`src/rtl/pwm_bank_pkg.sv`:
```
// Shared constants for the SPI-configured PWM bank.
// Frame layout, register addresses and channel-mask helper.
package pwm_bank_pkg;

    localparam int FRAME_BITS = 16;
    localparam int ADDR_W     = 7;
    localparam int MAX_CH     = 16;

    localparam logic [ADDR_W-1:0] A_OUT_LO    = 7'h00;
    localparam logic [ADDR_W-1:0] A_OUT_HI    = 7'h01;
    localparam logic [ADDR_W-1:0] A_PWM_LO    = 7'h02;
    localparam logic [ADDR_W-1:0] A_PWM_HI    = 7'h03;
    localparam logic [ADDR_W-1:0] A_PRESCALE  = 7'h04;
    localparam logic [ADDR_W-1:0] A_DUTY_BASE = 7'h10;

    function automatic logic [MAX_CH-1:0] ch_mask(input int n);
        logic [MAX_CH-1:0] m;
        m = '0;
        for (int i = 0; i < MAX_CH; i++) begin
            if (i < n) m[i] = 1'b1;
        end
        return m;
    endfunction

endpackage

```
`src/rtl/pwm_bank_spi_rw_spi.sv`:
```
// SPI mode-0 register interface: pin sync, edge detect, frame
// shifter, write strobe generation and CIPO readback shifter.
module spi_regif_rw
    import pwm_bank_pkg::*;
#(
    parameter int SYNC_FF = 2
) (
    input  logic              clk,
    input  logic              rst,
    input  logic              sclk,
    input  logic              copi,
    input  logic              ncs,
    input  logic [7:0]        rd_data,
    output logic [ADDR_W-1:0] rd_addr,
    output logic              wr_stb,
    output logic [ADDR_W-1:0] wr_addr,
    output logic [7:0]        wr_data,
    output logic              cipo,
    output logic              cipo_oe
);

    localparam logic [4:0] LAST = 5'(FRAME_BITS);

    logic [SYNC_FF-1:0]    sclk_sync, copi_sync, ncs_sync;
    logic                  sclk_s, copi_s, ncs_s;
    logic                  sclk_d, ncs_d;
    logic                  sclk_rise, sclk_fall, ncs_rise;
    logic [FRAME_BITS-1:0] shreg;
    logic [4:0]            bit_cnt;
    logic [7:0]            cipo_sh;

    assign sclk_s    = sclk_sync[SYNC_FF-1];
    assign copi_s    = copi_sync[SYNC_FF-1];
    assign ncs_s     = ncs_sync[SYNC_FF-1];
    assign sclk_rise = sclk_s & ~sclk_d;
    assign sclk_fall = ~sclk_s & sclk_d;
    assign ncs_rise  = ncs_s & ~ncs_d;

    // Address is complete on the 8th rising edge, before it lands in shreg.
    assign rd_addr = {shreg[5:0], copi_s};
    assign cipo    = cipo_sh[7];

    always_ff @(posedge clk or posedge rst) begin
        if (rst) begin
            sclk_sync <= '0;
            copi_sync <= '0;
            ncs_sync  <= '0;
            sclk_d    <= 1'b0;
            ncs_d     <= 1'b0;
            shreg     <= '0;
            bit_cnt   <= '0;
            cipo_sh   <= '0;
            cipo_oe   <= 1'b0;
            wr_stb    <= 1'b0;
            wr_addr   <= '0;
            wr_data   <= '0;
        end else begin
            sclk_sync <= {sclk_sync[SYNC_FF-2:0], sclk};
            copi_sync <= {copi_sync[SYNC_FF-2:0], copi};
            ncs_sync  <= {ncs_sync[SYNC_FF-2:0], ncs};
            sclk_d    <= sclk_s;
            ncs_d     <= ncs_s;
            wr_stb    <= 1'b0;
            if (ncs_rise) begin
                if (bit_cnt == LAST && shreg[FRAME_BITS-1]) begin
                    wr_stb  <= 1'b1;
                    wr_addr <= shreg[14:8];
                    wr_data <= shreg[7:0];
                end
                bit_cnt <= '0;
                cipo_sh <= '0;
                cipo_oe <= 1'b0;
            end else if (ncs_s) begin
                bit_cnt <= '0;
            end else if (sclk_rise) begin
                shreg <= {shreg[FRAME_BITS-2:0], copi_s};
                if (bit_cnt != LAST + 5'd1) bit_cnt <= bit_cnt + 5'd1;
                if (bit_cnt == 5'd7 && !shreg[6]) begin
                    cipo_sh <= rd_data;
                    cipo_oe <= 1'b1;
                end
            end else if (sclk_fall && cipo_oe && bit_cnt > 5'd8) begin
                // data[7] stays up across the 8th fall for the 9th rise
                cipo_sh <= {cipo_sh[6:0], 1'b0};
            end
        end
    end

endmodule

```
`src/rtl/pwm_bank_spi_rw.sv`:
```
// PWM bank with SPI read/write register file, prescaler and
// per-channel PWM/static output stage.
module pwm_bank_spi_rw
    import pwm_bank_pkg::*;
#(
    parameter int NUM_CH  = 8,
    parameter int SYNC_FF = 2
) (
    input  logic              clk,
    input  logic              rst,
    input  logic              ena,
    input  logic              sclk,
    input  logic              copi,
    input  logic              ncs,
    output logic              cipo,
    output logic              cipo_oe,
    output logic [NUM_CH-1:0] ch_out
);

    localparam logic [MAX_CH-1:0] MASK = ch_mask(NUM_CH);

    logic [ADDR_W-1:0] rd_addr, wr_addr;
    logic [7:0]        rd_data, wr_data;
    logic              wr_stb;
    logic [MAX_CH-1:0] out_en, pwm_en;
    logic [7:0]        prescale, pre_cnt, pwm_cnt;
    logic [7:0]        duty [NUM_CH];
    logic              tick;
    logic [NUM_CH-1:0] ch_next;

    spi_regif_rw #(.SYNC_FF(SYNC_FF)) u_spi (
        .clk     (clk),
        .rst     (rst),
        .sclk    (sclk),
        .copi    (copi),
        .ncs     (ncs),
        .rd_data (rd_data),
        .rd_addr (rd_addr),
        .wr_stb  (wr_stb),
        .wr_addr (wr_addr),
        .wr_data (wr_data),
        .cipo    (cipo),
        .cipo_oe (cipo_oe)
    );

    always_ff @(posedge clk or posedge rst) begin
        if (rst) begin
            out_en   <= '0;
            pwm_en   <= '0;
            prescale <= '0;
            for (int c = 0; c < NUM_CH; c++) duty[c] <= '0;
        end else if (wr_stb) begin
            case (wr_addr)
                A_OUT_LO:   out_en[7:0]  <= wr_data & MASK[7:0];
                A_OUT_HI:   out_en[15:8] <= wr_data & MASK[15:8];
                A_PWM_LO:   pwm_en[7:0]  <= wr_data & MASK[7:0];
                A_PWM_HI:   pwm_en[15:8] <= wr_data & MASK[15:8];
                A_PRESCALE: prescale     <= wr_data;
                default: ;
            endcase
            for (int c = 0; c < NUM_CH; c++) begin
                if (wr_addr == A_DUTY_BASE + 7'(c)) duty[c] <= wr_data;
            end
        end
    end

    always_comb begin
        rd_data = 8'h00;
        case (rd_addr)
            A_OUT_LO:   rd_data = out_en[7:0];
            A_OUT_HI:   rd_data = out_en[15:8];
            A_PWM_LO:   rd_data = pwm_en[7:0];
            A_PWM_HI:   rd_data = pwm_en[15:8];
            A_PRESCALE: rd_data = prescale;
            default: ;
        endcase
        for (int c = 0; c < NUM_CH; c++) begin
            if (rd_addr == A_DUTY_BASE + 7'(c)) rd_data = duty[c];
        end
    end

    assign tick = ena && (pre_cnt == prescale);

    always_ff @(posedge clk or posedge rst) begin
        if (rst) begin
            pre_cnt <= '0;
            pwm_cnt <= '0;
        end else begin
            if (wr_stb && wr_addr == A_PRESCALE) pre_cnt <= '0;
            else if (ena) pre_cnt <= tick ? 8'd0 : pre_cnt + 8'd1;
            if (tick) pwm_cnt <= pwm_cnt + 8'd1;
        end
    end

    for (genvar c = 0; c < NUM_CH; c++) begin : g_ch
        logic pwm_c;
        assign pwm_c      = (duty[c] == 8'hFF) | (pwm_cnt < duty[c]);
        assign ch_next[c] = out_en[c] & (pwm_en[c] ? pwm_c : 1'b1);
    end

    always_ff @(posedge clk or posedge rst) begin
        if (rst) ch_out <= '0;
        else     ch_out <= ch_next;
    end

endmodule
```
`config.mk`:
```
export PLATFORM = sky130hd
export DESIGN_NAME = pwm_bank_spi_rw
export DESIGN_NICKNAME = d
export VERILOG_FILES = /design/src/rtl/pwm_bank_pkg.sv /design/src/rtl/pwm_bank_spi_rw_spi.sv /design/src/rtl/pwm_bank_spi_rw.sv
export SDC_FILE = /design/constraint.sdc
export NUM_CORES = 1
export LEC_CHECK = 0
export ABC_AREA = 1
export CAP_MARGIN = 20
export CORE_MARGIN = 2
export CORE_UTILIZATION = 57
export CTS_CLUSTER_DIAMETER = 100
export DETAILED_ROUTE_END_ITERATION = 10
export MAX_ROUTING_LAYER = met4
export PLACE_DENSITY = 0.77
export SYNTH_ARGS = -nofsm -noshare
export SYNTH_HDL_FRONTEND = slang
export SYNTH_SLANG_ARGS = --single-unit
```
`constraint.sdc`:
```
create_clock -name clk -period 5.56 [get_ports clk]
set_input_delay 1.112 -clock clk [delete_from_list [all_inputs] [get_ports clk]]
set_output_delay 1.112 -clock clk [all_outputs]
set_load 0.01 [all_outputs]
```
# --- After elaboration in Yosys (flattened, before gate mapping) ---
# Cells that the tools add are included.
op_classes:
  n_mux: 35
  eq_ne: 34
  n_reduce_logical: 31
  magnitude_cmp: 9
  addsub: 3
  n_bitwise: 24
ops:
  columns: ["op", "count"]
  rows:
  - ["$mux 8", 16]
  - ["$eq 7x5->1 const B", 16]
  - ["$eq 8x8->1 const B", 8]
  - ["$lt 8x8->1", 8]
  - ["$reduce_and 2->1", 13]
  - ["$pmux 8 s3", 1]
  - ["$mux 5", 4]
  - ["$add 8x1->8 const B", 2]
  - ["$eq 7x2->1 const B", 2]
  - ["$eq 7x3->1 const B", 2]
  - ["$logic_not 7->1", 2]
  - ["$mux 1", 14]
  - ["$and 1x1->1", 11]
  - ["$reduce_and 3->1", 3]
  - ["$reduce_bool 3->1", 3]
  - ["$eq 8x8->1", 1]
  - ["$or 1x1->1", 8]
  - ["$logic_and 1x1->1", 6]
  - ["$reduce_bool 2->1", 3]
  - ["$add 5x1->5 const B", 1]
  - ["$eq 5x3->1 const B", 1]
  - ["$eq 5x5->1 const B", 1]
  - ["$gt 5x4->1 const B", 1]
  - ["$ne 5x5->1 const B", 1]
  - ["other kinds (4)", 8]
totals:
  ff_bits: 166
  in_bits: 6
  elab_cells: 162

# --- Depth between registers and ports, before layout ---
# Gate-level depths: netlist of the first run.
depth:
  depth_word: 14
  mapped_depth: 16
  depth_no_buf: 16

# --- Modules after synthesis ---
# Synthesis of the first run repeated with hierarchy kept, for this count alone.
unflattened:
  cells_unflattened: 1124
  area_unflattened_um2: 9130.0
by_module_without_submodules:
  columns: ["module", "seq_area_each_um2", "area_per_inst_um2", "instances", "cells_each"]
  rows:
  - ["pwm_bank_spi_rw", 2802.7, 6776.5, 1, 871]
  - ["spi_regif_rw", 1351.3, 2353.5, 1, 253]

# --- Least setup slack after synthesis of the first run ---
# No wires, ideal clock.
synth_path:
  path_type: "in2reg"
  startpoint: "in ena"
  endpoint: "reg pwm_cnt[6]"
  slack_ns: 3.387
  arrival_ns: 2.041
  t_required_ns: 5.428
  path_stages: 7
  path_buffers: 0
  cell_sequence: "a21boi_1 o2111ai_1 nor3_2 nand2_2 nor2_1 nand4_1 xnor2_1"
synth_between:
  elab_chain_len: 1
synth_lines:
  columns: ["item", "line", "text"]
  rows:
  - ["start, declared", "pwm_bank_spi_rw.sv:11", "input logic ena,"]
  - ["$logic_and 1x1->1", "pwm_bank_spi_rw.sv:82", "assign tick = ena && (pre_cnt == prescale);"]
  - ["end signal, assigned", "pwm_bank_spi_rw.sv:91", "if (tick) pwm_cnt <= pwm_cnt + 8'd1;"]
  - ["end, declared", "pwm_bank_spi_rw.sv:26", "logic [7:0] prescale, pre_cnt, pwm_cnt;"]
# No other way between the ends.
# A chain may end at the register's enable or synchronous reset.

# --- Final worst setup path of the first run ---
# Same ends and word-level chain as after synthesis.

==> results of run 1 <==
-- worst paths after layout --
path / from / cells after the start / endpoint
worst max-delay path: ena / 8 / pwm_cnt[6]$_DFFE_PP0P_
worst min-delay path: u_spi.ncs_sync[0]$_DFF_PP0_ / 0 / u_spi.ncs_sync[1]$_DFF_PP0_
worst max register to register: pwm_cnt[1]$_DFFE_PP0P_ / 7 / ch_out[7]$_DFF_PP0_
worst min register to register: u_spi.ncs_sync[0]$_DFF_PP0_ / 0 / u_spi.ncs_sync[1]$_DFF_PP0_
max in group asynchronous: rst / 3 / duty[56]$_DFFE_PP0P_
min in group asynchronous: rst / 3 / u_spi.wr_data[4]$_DFFE_PP0P_
-- critical path, delay by kind of cell --
kind	cells	cell delay, ns
xor+xnor	1	0.18
compound gates	2	0.30
buf+inv	1	0.52
simple gates	4	0.66
-- metrics by stage --
stage | util | power, µW | std cells
floorplan | - | 1827 | 1106
global placement | 0.6103 | 1988 | 1304
detailed placement | 0.6103 | 2010 | 1304
CTS | 0.6489 | 3201 | 1336
global route | 0.6489 | 3339 | 1336
finish | 0.6489 | 3186 | 1336
-- power breakdown --
part	switching, µW	leakage (µW)	internal, µW	total, µW
Clock	522	0.000277	673	1200
Sequential	142	0.00227	1260	1400
Combinational	345	0.00187	243	588
Total	1010	0.00442	2180	3190
-- cell type report --
class	count	area (µm²)	share of cell area
clock inverters	14	162.7	0.01637
multi-input cells	750	4134	0.4160
inverters	159	609.3	0.06131
repair buffers	18	185.2	0.01863
flip-flops and latches	166	4154	0.4180
clock buffers	18	429.2	0.04318
well taps	211	264.0	0.02656
-- logic make-up after synthesis --
family | synth area share
and+or+nand+nor | 0.2222
AOI/OAI and AO/OA | 0.1402
buffers and inverters | 0.08168
DFF | 0.4604
adders and majority gates | 0.08459
xor gates and xnor gates | 0.009707
muxes | 0.001248
-- metal layers --
metal / GRT usage / share of wire / vias to the layer above
li1: - / - / 3652
met1: 0.3958 / 0.45 / 3513
met2: 0.4312 / 0.45 / 253
met3: 0.05781 / 0.064 / 63
met4: 0.1088 / 0.033 / 0
met5: - / 0 / -
-- flip-flops by register name, summed over array words and instances, names as in the netlist, 5 cells and up --
register       cells
ch_out             8
u_spi.shreg       16
pwm_cnt            8
u_spi.wr_data      8
pwm_en             8
out_en             8
u_spi.bit_cnt      5
duty              64
prescale           8
u_spi.wr_addr      7
u_spi.cipo_sh      8
pre_cnt            8
-- cell usage in the layout (no fill, tap or decap), types with 2 or more instances in the layout --
cell             synthesis  routed
o21a_1                   9       9
xor2_1                   5       5
nor3_1                  10      10
nor3_2                   3       3
bufinv_16                0       2
nor2_1                  39      38
nand2_8                  2       2
xnor2_1                  5       5
buf_4                    1       2
nor4_1                  17      17
nand4_1                 13      13
nor4_2                   3       3
o22ai_1                  2       2
clkinvlp_4               0       5
clkdlybuf4s50_1          0      15
nor2_4                   2       2
nand3_1                 42      42
clkbuf_16                0      17
a21oi_1                 40      40
a31oi_1                  9       9
o21ai_2                  5       5
o21ai_1                 31      31
nand2_1                297     297
nor2_2                   4       5
inv_2                   13      13
dfrtp_1                166     166
ha_1                    61      61
inv_6                    0       6
inv_1                  143     142
nand2_2                  9       9
and3_1                   2       2
clkinv_4                 1       2
o211ai_1                16      16
o21ai_0                113     113
==> results.py, run 1 <==
metrics = {
    "finish": {
        "area.growth.synth_to_final_pct": 10.15,
        "ratio_of_cells_with_drive_above_1_in_the_final_layout": 0.07644,
        "finish.instance_area_um2": 9938,
        "num_antenna_cells": 0,
        "nets": 1179,
        "n_fill_cell": 1330,
    },
    "power": {
        "worst_ir_drop_vdd_mv": 0.2282,
        "power-per-cell-area_nw_per_um2": 320.6,
        "power_leakage_uw": 0.004420,
    },
    "placed_design": {
        "routabilityCongestion": 0.9746,
        "detailedPlacementHpwl_um": 14890,
        "post-place-ws_ns": 2.611,
        "place_area_um2": 9346,
        "io_buffer_count": 15,
    },
    "die": {
        "ios": 16,
        "fp.dieW_um": 129.8,
        "placeableCoreArea_um2": 15310,
        "site_row_count": 45,
        "chipHeight_um": 129.8,
        "design.die.area_um2": 16850,
        "initial_core_util": 0.5891,
    },
    "status": {
        "outcome": "finished clean",
    },
    "synth": {
        "synth_top_cell_area_share": 0.4604,
        "synth-main-ff-cell": "dfrtp_1",
        "avgSynthCellArea_um2": 8.158,
        "syn-num-nets": 1173,
        "netlist_top_cells_area": "dfrtp_1 (46%), nand2_1 (12%), ha_1 (8.5%)",
        "yosysMostFrequentCell": "nand2_1",
        "synth_cell_type_count": 45,
        "ys_warn_count": 0,
        "edff_count_synth": 0,
        "synth_area_leader_cell": "dfrtp_1",
        "syn_area_um2": 9022,
        "yosys_register_bits": 166,
        "synth.yosys.seq_area_share": 0.4604,
        "async_reset_ff_frac": 1.000,
        "gate_count_of_the_mapped_netlist": 1106,
        "leading_post_synthesis_cells_by_instance_count": "nand2_1 (297), dfrtp_1 (166), inv_1 (143)",
    },
    "worst_setup_path": {
        "worst_ep_required_time_ns": 5.85,
        "start_kind": "input pin",
        "setup.reg_to_reg.worst_slack_ns": 3.49,
        "critical_path.max_stage_delay_ns": 0.52,
        "crit_path_max_fanout": 6,
        "endpoint_type_of_the_worst_setup_path": "register",
        "timing.critical_path.cells": "clkdlybuf4s50_1 > a21boi_1 > o2111ai_1 > nor3_2 > nand2_2 > nor2_1 > nand4_1 > xnor2_1",
        "timing.critical_path.arrival_ns": 2.78,
        "critical-path-slowest-cell": "clkdlybuf4s50_1",
        "worstSetupPathType": "in2reg",
    },
    "timing": {
        "holdWs_ns": 0.3524,
        "maxSlewViolCount": 0,
        "finalHoldViolations": 0,
        "layout_worst_path_cycle_share": 0.4472,
        "slew-limit-headroom": 0.4191,
        "finalCriticalPeriod_ns": 2.486,
        "timing.final.setup_violations": 0,
        "rsz0062_at_grt": "false",
        "setup_tns_ns": 0,
        "finalClockSkew_ns": 0.008129,
        "max_slew.worst_pin.slew_ns": 0.8714,
        "fmaxAchievable_mhz": 402.2,
        "fin_ws_ns": 3.074,
    },
    "clock_tree": {
        "cts_hold_repair.buffers": 0,
        "cts_root_buffer": "clkbuf_16",
        "post-cts-setup-buffers": 0,
        "cts-buffers-inserted": 17,
        "clockBufferDepth": 2,
        "post_cts_resize_count": 0,
        "cts.clk_slew.worst_paths_ns": 0.07,
        "cts.sink_count": 166,
        "tritoncts_clock_tree": "built",
        "insertion_delay_ns": 0.43,
        "cts-htree-levels": 4,
    },
    "global_route": {
        "grt_pass1_vias": 6837,
        "antenna_found_initial": 0,
        "grt_start_max_net_pins": 167,
        "grt_overflow": 0,
        "groute.usage.overall": 0.2896,
        "global_route_wire_length_before_repair_um": 35820,
    },
    "route": {
        "antenna_left": 0,
        "viasPerCell": 5.600,
        "drt_iter0_markers": 898,
        "drc": 0,
        "final_routed_wirelength_um": 22130,
        "wl_per_cell_um": 16.56,
        "dr_total_vias": 7481,
        "drt_first_pass_iters": 7,
    },
    "worst_hold_path": {
        "hold_path_class": "reg2reg",
    },
    "flow_run": {
        "max_cap_viol_count": 0,
    },
}
Power figures use the tool's default switching activity.
==> inputs of run 2 (changes only) <==
- CORE_UTILIZATION: 57 -> 63
- PLACE_DENSITY: 0.77 -> 0.8
- clock period: 5.56 -> 2.45 ns (I/O delays scaled with it)
==> run 2 against run 1 <==
Compared with the run above:
- critical path depth down 1
- cell count decreased by 1.8%
- largest cell class unchanged
- critical path type is now reg2reg
- non-clock buffer count rose by 7
- first-iteration DRC count decreased by 16%
==> results.py, run 2 (same netlist as run 1, synthesis figures left out) <==
metrics = {
    "placed_design": {
        "io_buffer_count": 15,
        "detailedPlacementHpwl_um": 15480,
        "routabilityCongestion": 0.9434,
        "place.detailed.instances": 1280,
    },
    "worst_setup_path": {
        "crit_path_max_fanout": 11,
        "worst_ep_required_time_ns": 2.78,
        "timing.critical_path.mode_cell": "o211ai_1",
        "start_kind": "register",
        "critical_path.max_stage_delay_ns": 0.81,
        "critical-path-slowest-cell": "dfrtp_1",
        "timing.critical_path.cells": "ha_1 > o21a_1 > o211ai_1 > nand2_1 > nand4_1 > o211ai_1 > a31oi_1",
        "worstSetupPathType": "reg2reg",
        "path_buf_inv": 0,
        "endpoint_type_of_the_worst_setup_path": "register",
        "worst-r2r-cell-count": 7,
        "timing.critical_path.arrival_ns": 2.35,
        "timing.critical_path.depth": 7,
        "critical-path-top-delay-family": "flip-flops",
    },
    "power": {
        "power-per-cell-area_nw_per_um2": 742.6,
        "power_leakage_uw": 0.004492,
        "power_uw": 7426,
        "worst_ir_drop_vdd_mv": 0.5538,
    },
    "finish": {
        "n_fill_cell": 1036,
        "area.growth.synth_to_final_pct": 10.83,
        "nets": 1186,
        "final_common_cell": "nand2_1",
        "num_antenna_cells": 0,
        "largest_register_ff_count": 64,
        "top_register": "duty",
        "most-common-layout-cells": "nand2_1 (297), dfrtp_1 (166), inv_1 (142)",
        "layout.area.seq_um2": 4154,
        "multi_input_area_um2": 4134,
        "ratio_of_cells_with_drive_above_1_in_the_final_layout": 0.08304,
        "fin_util": 0.7176,
        "final-instance-count-excl-fill": 1312,
        "biggestRegsByFlops": "duty: 64 flops, u_spi.shreg: 16 flops",
    },
    "die": {
        "placeableCoreArea_um2": 13930,
        "initial_core_util": 0.6475,
        "chipHeight_um": 123.7,
        "ios": 16,
        "design.die.area_um2": 15290,
        "fp.dieW_um": 123.7,
        "site_row_count": 43,
    },
    "route": {
        "drc": 0,
        "viasPerCell": 5.835,
        "met3_length_um": 1716,
        "wl_per_cell_um": 17.40,
        "antenna_left": 0,
        "dr_total_vias": 7655,
        "drt_iter0_markers": 750,
        "wl_met2_um": 10730,
        "final_routed_wirelength_um": 22830,
        "routed.top_layer": "met4",
        "met1_length_um": 9576,
        "drt_first_pass_iters": 6,
    },
    "timing": {
        "layout_worst_path_cycle_share": 0.8266,
        "finalClockSkew_ns": 0.009392,
        "holdWs_ns": 0.3494,
        "max_slew.worst_pin.slew_ns": 0.7167,
        "slew-limit-headroom": 0.5222,
        "finalCriticalPeriod_ns": 2.025,
        "fmaxAchievable_mhz": 493.8,
        "timing.final.setup_violations": 0,
        "finalHoldViolations": 0,
        "rsz0062_at_grt": "false",
        "maxSlewViolCount": 0,
    },
    "worst_hold_path": {
        "hold_path_class": "reg2reg",
        "hold_path_depth": 0,
    },
    "clock_tree": {
        "cts-buffers-inserted": 17,
        "cts_hold_repair.buffers": 0,
        "clockBufferDepth": 2,
        "tritoncts_clock_tree": "built",
        "cts-htree-levels": 4,
        "cts.clk_slew.worst_paths_ns": 0.07,
        "cts.sink_count": 166,
        "cts_root_buffer": "clkbuf_16",
        "post_cts_resize_count": 0,
        "post-cts-setup-buffers": 0,
        "insertion_delay_ns": 0.44,
    },
    "global_route": {
        "grt_pass1_vias": 7374,
        "grt_start_max_net_pins": 97,
        "groute.usage.overall": 0.3355,
        "antenna_found_initial": 0,
        "grt_overflow": 0,
        "global_route_wire_length_before_repair_um": 37470,
    },
    "status": {
        "outcome": "finished clean",
    },
    "flow_run": {
        "max_cap_viol_count": 0,
    },
}
run 2: cell count changes in the layout (fill, tap and decap cells not counted):
| cell | change |
|---|---|
| clkinvlp_4 | -4 |
| clkbuf_1 | -1 |
| bufinv_16 | +1 |
| clkinv_4 | +2 |
| buf_4 | +6 |
| inv_8 | +1 |
| clkinv_2 | +1 |
| clkbuf_8 | +1 |
| buf_12 | +1 |
| inv_6 | -1 |
run 2: worst paths after layout:
| path | start | to | slack, ns |
|---|---|---|---|
| worst max register to register | pwm_cnt[1]$_DFFE_PP0P_ | ch_out[6]$_DFF_PP0_ | 0.42 |
| min in group asynchronous | rst | u_spi.wr_data[4]$_DFFE_PP0P_ | 0.53 |
| worst min register to register | u_spi.copi_sync[0]$_DFF_PP0_ | u_spi.copi_sync[1]$_DFF_PP0_ | 0.35 |
| worst max-delay path | pwm_cnt[1]$_DFFE_PP0P_ | ch_out[6]$_DFF_PP0_ | 0.42 |
| worst min-delay path | u_spi.copi_sync[0]$_DFF_PP0_ | u_spi.copi_sync[1]$_DFF_PP0_ | 0.35 |
| max in group asynchronous | rst | duty[45]$_DFFE_PP0P_ | 1.48 |
run 2: where the power goes:
group	leakage (µW)	switching (µW)	internal, µW
combinational	0.00191	812	577
clock	0.000310	1180	1660
sequential	0.00227	335	2860
total	0.00449	2320	5100
run 2: routing by layer:
metal / vias to the layer above / track usage
met5: - / -
li1: 3647 / -
met4: 0 / 0.1399
met1: 3635 / 0.4347
met2: 299 / 0.5141
met3: 74 / 0.07372
run 2: layout make-up:
cell class	count	area share
clock inverters	14	0.01877
flip-flops and latches	166	0.4154
inverters	159	0.06094
clock buffers	18	0.04392
repair buffers	25	0.02503
well taps	180	0.02252
multi-input cells	750	0.4134
run 2: worst reg2reg max path, stage by stage, from the launching register on:
cell	delay, ns
dfrtp_1	0.81
ha_1	0.36
o21a_1	0.11
o211ai_1	0.17
nand2_1	0.08
nand4_1	0.08
o211ai_1	0.09
a31oi_1	0.22
run 2: per-stage QoR:
| stage | setup slack [ns] | instance area (µm²) | TNS, ns |
|---|---|---|---|
| after detailed placement | 0.1625 | 9373 | 0 |
| after CTS | 0.4586 | 10000 | 0 |
| after floorplan | -0.1528 | 9026 | -25.36 |
| final | 0.4249 | 10000 | 0 |
| after global routing | 0.3266 | 10000 | 0 |
| after global placement | 0.2184 | 9373 | 0 |
